--- config.mk ---
export PLATFORM = sky130hd
export DESIGN_NAME = pim_dma_ctrl
export DESIGN_NICKNAME = d
export VERILOG_FILES = /design/src/rtl/pim_dma_ctrl.sv
export SDC_FILE = /design/constraint.sdc
export NUM_CORES = 1
export LEC_CHECK = 0
export CAP_MARGIN = 20
export CORE_MARGIN = 2
export CORE_UTILIZATION = 38
export DETAILED_ROUTE_END_ITERATION = 12
export PLACE_DENSITY_LB_ADDON = 0.1
export SETUP_SLACK_MARGIN = 0.05
export SLEW_MARGIN = 25
export SYNTH_ARGS = -nofsm -noshare
export SYNTH_HDL_FRONTEND = slang
export SYNTH_SLANG_ARGS = --single-unit
export TNS_END_PERCENT = 50
--- constraint.sdc ---
create_clock -name i_clk -period 3.2 [get_ports i_clk]
set_input_delay 0.64 -clock i_clk [delete_from_list [all_inputs] [get_ports i_clk]]
set_output_delay 0.64 -clock i_clk [all_outputs]
set_load 0.1 [all_outputs]
--- src/rtl/pim_dma_ctrl.sv ---
// rtl/pim_dma_ctrl.sv - word-at-a-time DMA sequencer between data memory and a PIM bank
// Optional cycle counter on o_perf_cycles enabled by `define PIM_DMA_PERF_EN.
module pim_dma_ctrl #(
  parameter int MEM_AW = 32,
  parameter int PIM_AW = 11
) (
  input  logic              i_clk,
  input  logic              i_rst,
  input  logic              i_dma_en,
  input  logic [2:0]        i_dma_funct3,
  input  logic [3:0]        i_dma_sel_pim,
  input  logic [12:0]       i_dma_size,
  input  logic [MEM_AW-1:0] i_dma_mem_addr,
  output logic              o_dma_busy,
  output logic              o_dma_done,
  output logic              o_dma_err,
  output logic              o_req,
  input  logic              i_gnt,
  output logic [MEM_AW-1:0] o_addr,
  output logic [31:0]       o_wr_data,
  output logic [3:0]        o_size,
  output logic              o_read,
  output logic              o_write,
  input  logic [31:0]       i_rd_data,
  output logic [3:0]        o_pim_sel,
  output logic [PIM_AW-1:0] o_pim_addr,
  output logic              o_pim_wr_en,
  output logic [31:0]       o_pim_wr_data,
  output logic              o_pim_rd_en,
  input  logic [31:0]       i_pim_rd_data,
  output logic [31:0]       o_perf_cycles
);

  typedef enum logic [2:0] {IDLE, M_REQ, M_DATA, P_RD, P_CAP, M_WR} state_t;

  localparam logic [MEM_AW-1:0] ADDR_STEP  = MEM_AW'(4);
  localparam logic [MEM_AW-1:0] ALIGN_MASK = ~MEM_AW'(3);
  localparam logic [PIM_AW-1:0] PIM_STEP   = PIM_AW'(1);

  state_t            state_q, state_d;
  logic [MEM_AW-1:0] addr_q, addr_d;
  logic [PIM_AW-1:0] pim_addr_q, pim_addr_d;
  logic [13:0]       rem_q, rem_d;
  logic [3:0]        sel_q, sel_d;
  logic [31:0]       buf_q, buf_d;
  logic              done_q, done_d;
  logic              err_q, err_d;

  logic [13:0]       words;
  logic              cmd_legal;
  logic              cmd_accept;
  logic              last_word;

  always_comb begin
    words      = (14'(i_dma_size) + 14'd3) >> 2;
    cmd_legal  = (i_dma_funct3[2:1] == 2'b00);
    cmd_accept = (state_q == IDLE) && i_dma_en && cmd_legal && (words != 14'd0);
    last_word  = (rem_q == 14'd1);
  end

  always_comb begin
    state_d    = state_q;
    addr_d     = addr_q;
    pim_addr_d = pim_addr_q;
    rem_d      = rem_q;
    sel_d      = sel_q;
    buf_d      = buf_q;
    done_d     = 1'b0;
    err_d      = 1'b0;
    case (state_q)
      IDLE: begin
        if (i_dma_en) begin
          if (!cmd_legal) begin
            err_d = 1'b1;
          end else if (words == 14'd0) begin
            done_d = 1'b1;
          end else begin
            sel_d      = i_dma_sel_pim;
            addr_d     = i_dma_mem_addr & ALIGN_MASK;
            pim_addr_d = '0;
            rem_d      = words;
            state_d    = i_dma_funct3[0] ? P_RD : M_REQ;
          end
        end
      end
      M_REQ: begin
        if (i_gnt) state_d = M_DATA;
      end
      M_DATA: begin
        addr_d     = addr_q + ADDR_STEP;
        pim_addr_d = pim_addr_q + PIM_STEP;
        rem_d      = rem_q - 14'd1;
        state_d    = last_word ? IDLE : M_REQ;
        done_d     = last_word;
      end
      P_RD: state_d = P_CAP;
      P_CAP: begin
        buf_d   = i_pim_rd_data;
        state_d = M_WR;
      end
      M_WR: begin
        // Counters only move once the write has been accepted by the arbiter.
        if (i_gnt) begin
          addr_d     = addr_q + ADDR_STEP;
          pim_addr_d = pim_addr_q + PIM_STEP;
          rem_d      = rem_q - 14'd1;
          state_d    = last_word ? IDLE : P_RD;
          done_d     = last_word;
        end
      end
      default: state_d = IDLE;
    endcase
  end

  always_ff @(posedge i_clk or posedge i_rst) begin
    if (i_rst) begin
      state_q    <= IDLE;
      addr_q     <= '0;
      pim_addr_q <= '0;
      rem_q      <= '0;
      sel_q      <= '0;
      buf_q      <= '0;
      done_q     <= 1'b0;
      err_q      <= 1'b0;
    end else begin
      state_q    <= state_d;
      addr_q     <= addr_d;
      pim_addr_q <= pim_addr_d;
      rem_q      <= rem_d;
      sel_q      <= sel_d;
      buf_q      <= buf_d;
      done_q     <= done_d;
      err_q      <= err_d;
    end
  end

  assign o_dma_busy    = (state_q != IDLE);
  assign o_dma_done    = done_q;
  assign o_dma_err     = err_q;
  assign o_req         = (state_q == M_REQ) || (state_q == M_WR);
  assign o_read        = (state_q == M_REQ);
  assign o_write       = (state_q == M_WR);
  assign o_size        = o_req ? 4'b1111 : 4'b0000;
  assign o_addr        = o_req ? addr_q : '0;
  assign o_wr_data     = o_write ? buf_q : '0;
  assign o_pim_sel     = o_dma_busy ? sel_q : 4'b0000;
  assign o_pim_addr    = pim_addr_q;
  assign o_pim_wr_en   = (state_q == M_DATA);
  assign o_pim_wr_data = o_pim_wr_en ? i_rd_data : '0;
  assign o_pim_rd_en   = (state_q == P_RD);

`ifdef PIM_DMA_PERF_EN
  logic [31:0] perf_q, perf_d;

  always_comb begin
    perf_d = perf_q;
    if (cmd_accept) perf_d = '0;
    else if (o_dma_busy) perf_d = perf_q + 32'd1;
  end

  always_ff @(posedge i_clk or posedge i_rst) begin
    if (i_rst) perf_q <= '0;
    else       perf_q <= perf_d;
  end

  assign o_perf_cycles = perf_q;
`else
  assign o_perf_cycles = '0;
`endif

endmodule

==> run summary <==
## Drt
- DR WL/cell: 16.4 um
- total wire length: 18600 um
- vias per cell: 5.23
- detailed router's first-iteration violation count: 412
- antenna-violating nets left: 0
- detailed-routing iteration count for the pre-antenna-repair pass: 5
- via count: 5948
- DRC Markers: 0

## Layout
- Syn-to-layout area delta: 57.1%
- fin cells: 1137
- utilization of the core after routing: 0.605
- number of diodes: 0
- filler cell count: 1371
- share of post-route cells with drive strength above 1: 0.220
- final layout net count: 1040

## Placement
- count of input and output buffers: 238
- Placed Cells: 1121
- gpl congestion: 0.831
- half-perimeter wire length after detailed placement: 13700 um

## Timing
- Max Slew Vio Count: 0
- slew at the pin closest to its max-slew limit: 0.740 ns
- total of endpoints with negative setup slack in the final report: 0
- number of failing hold endpoints at the final stage: 0
- highest clock rate: 362 MHz
- share of the clock period used by the worst path: 0.862
- RSZ-0062 raised after global routing: false
- minimum hold slack: 0.494 ns
- final worst clock skew: 0.00598 ns
- crit path time final: 2.76 ns
- max_slew headroom: 0.505

## Setup path
- startpoint types: flop
- critical path launch point: state_q[1]$_DFFE_PP0P_
- critical path endpoint: o_pim_wr_data[7]
- Setup crit end kind: output pin
- cells along the critical path: nor3b_2, buf_4, and2_1, buf_12
- WP buf/inv: 2
- RR Endpoint: addr_q[30]$_DFFE_PP0P_
- Required @ worst endpoint: 2.56 ns
- reg-to-reg setup timing slack: 0.73 ns
- category of cells accounting for the largest share of critical-path delay: simple AND/OR/NAND/NOR gates
- total number of cells along the worst setup path: 4
- Register-to-Register Path Depth: 8
- kind of critical path: flop to output pin
- origin of the critical flop-to-flop path: state_q[0]$_DFFE_PP0P_
- endpoint arrival time on the critical path: 2.12 ns
- Critical Path Max Stage Delay: 0.52 ns
- cell with the largest stage delay on the worst path: dfrtp_1
- largest driver fanout on the critical path: 34

## Synthesis
- async set or reset register ratio after synthesis: 1.00
- mean instance size in the synthesized netlist: 8.61 sq um
- xor/xnor cell area share of the yosys netlist: 0.0101
- netlist area before placement: 6070 sq um
- top cell types by occurrence after synthesis: dfrtp_1 (96), and2_1 (69), a21oi_1 (62)
- leading register cell type out of synthesis: dfrtp_1
- most used standard cell by instance count after synthesis: dfrtp_1
- dominant combinational cell family by area after synthesis: simple AND/OR/NAND/NOR gates
- number of enable-type register cells in the synthesized netlist: 0
- share of synthesized area spent on multiplexers: 0.0684
- count of warnings emitted by yosys: 0
- sequential element share of the synthesized area: 0.396
- Post-Synth Adder-Cell Area: 0.00824
- count of different cell masters after synthesis: 62
- post-synthesis compound-gate area fraction: 0.168
- simple-gate portion of the synthesized area: 0.259
- area share of the largest cell type after synthesis: 0.396
- main area contributors after synthesis: dfrtp_1 (40%), and2_1 (7.1%), mux2_2 (6.7%)
- count of mapped cells out of synthesis: 705
- library cell with the largest summed area after synthesis: dfrtp_1
- number of synthesized register bits: 96

## GRT
- antenna violations before repair: 0
- Total GRT Usage: 0.214
- Remaining Overflow, GRT: 0
- via count of the first global-routing pass: 5708
- largest net degree at the start of global routing: 77
- global-route wire length before repair: 29200 um

## Die
- row count: 46
- core outline area: 15800 sq um
- Initial Util: 0.385
- chip height: 130 um
- top-level I/O count: 275
- Die Width: 130 um
- Total Die Area: 17000 sq um

## Job
- reported max-cap violation count: 0

## Clock tree
- number of resized instances in the post-cts repair step: 0
- clock buffer count from CTS: 9
- Bufs on Longest Clock Path: 2
- Clock Pin Slew Worst Setup and Hold Paths: 0.07 ns
- CTS root buffer: clkbuf_16
- # clock sinks: 96
- buffers inserted during post-CTS setup optimization: 0
- number of buffers added to fix hold violations after cts: 0
- TritonCTS clock tree: yes
- clock network latency to the later pin of the worst-skew pair: 0.34 ns
- number of levels the H-tree was split into: 3

## Pwr
- sum of internal, switching and leakage power: 10.7 mW
- worst ir drop on vdd: 699 uV
- leakage power: 4.06 nW
- power density of the placed cells: 1130 nW/um^2

## Status
- run status: complete, no violations

## Worst hold path
- class of the most critical hold timing path: flop to flop

where the power goes:
part           switching (mW)  total (mW)  internal [mW]
Sequential              0.488        2.25           1.76
Combinational            5.13        7.48           2.35
Clock                   0.486        1.02          0.530
Total                    6.11        10.7           4.64
cells in the final DEF, fill, tap and decap left out, drive strengths merged, types with 5 or more instances in the layout:
master,Yosys,routed
nand4,9,9
nor2,51,51
or3,7,7
clkdlybuf4s50,0,117
mux2,36,36
a21oi,62,62
and4,5,5
and2,70,70
and3,41,41
nor3,14,14
inv,11,12
conb,1,34
nand3,24,24
nand2,54,54
o22ai,13,13
buf,56,136
xnor2,5,5
nor4,6,6
a31oi,12,12
clkbuf,30,10
o21ai,46,46
dfrtp,96,96
routing by layer:
metal,GRT usage,part of all wire
met1,0.279,0.41
met5,0,0
met3,0.0578,0.075
met4,0.0620,0.011
met2,0.353,0.50
metrics by stage:
stage / setup TNS [ns] / setup slack [ns] / cell area [sq um]
finish: 0 / 0.441 / 9540
floorplan: -0.895 / -0.0995 / 6200
global placement: 0 / 0.196 / 9270
global route: 0 / 0.281 / 9540
CTS: 0 / 0.438 / 9540
detailed placement: 0 / 0.138 / 9270
kinds of logic after synthesis:
group | after synthesis
mux | 37
xor+xnor | 7
compound gates | 170
simple gates | 293
buf+inv | 97
other cells | 1
flops | 96
fa+ha+maj | 4
cell type report:
class	count	area [sq um]	share of cell area
Multi-Input combinational cell	545	3280	0.344
Timing Repair Buffer	253	3270	0.342
Sequential cell	96	2400	0.252
Tap cell	216	270	0.0283
Clock buffer	10	229	0.0240
Clock inverter	6	45.0	0.00472
Inverter	11	43.8	0.00459
worst min path at each step:
| stage | slack [ns] | startpoint | end | cells after the start |
|---|---|---|---|---|
| after global routing | 0.52 | buf_q[6]$_DFFE_PP0P_ | buf_q[6]$_DFFE_PP0P_ | 1 |
| final | 0.49 | o_pim_addr[10]$_DFFE_PP0P_ | o_pim_addr[10]$_DFFE_PP0P_ | 1 |
| after detailed placement | 0.49 | rem_q[6]$_DFFE_PP0P_ | rem_q[6]$_DFFE_PP0P_ | 2 |
| after floorplan | 0.45 | rem_q[9]$_DFFE_PP0P_ | rem_q[9]$_DFFE_PP0P_ | 2 |
| after CTS | 0.50 | o_pim_addr[10]$_DFFE_PP0P_ | o_pim_addr[10]$_DFFE_PP0P_ | 1 |
| after global placement | 0.47 | rem_q[9]$_DFFE_PP0P_ | rem_q[9]$_DFFE_PP0P_ | 2 |
sequential cells by signal, indices dropped and copies added, names as in the netlist:
name        cells
state_q         3
o_dma_err       1
rem_q          14
addr_q         30
buf_q          32
o_pim_addr     11
o_dma_done      1
sel_q           4
No activity file was read; power rests on OpenSTA's default activity.
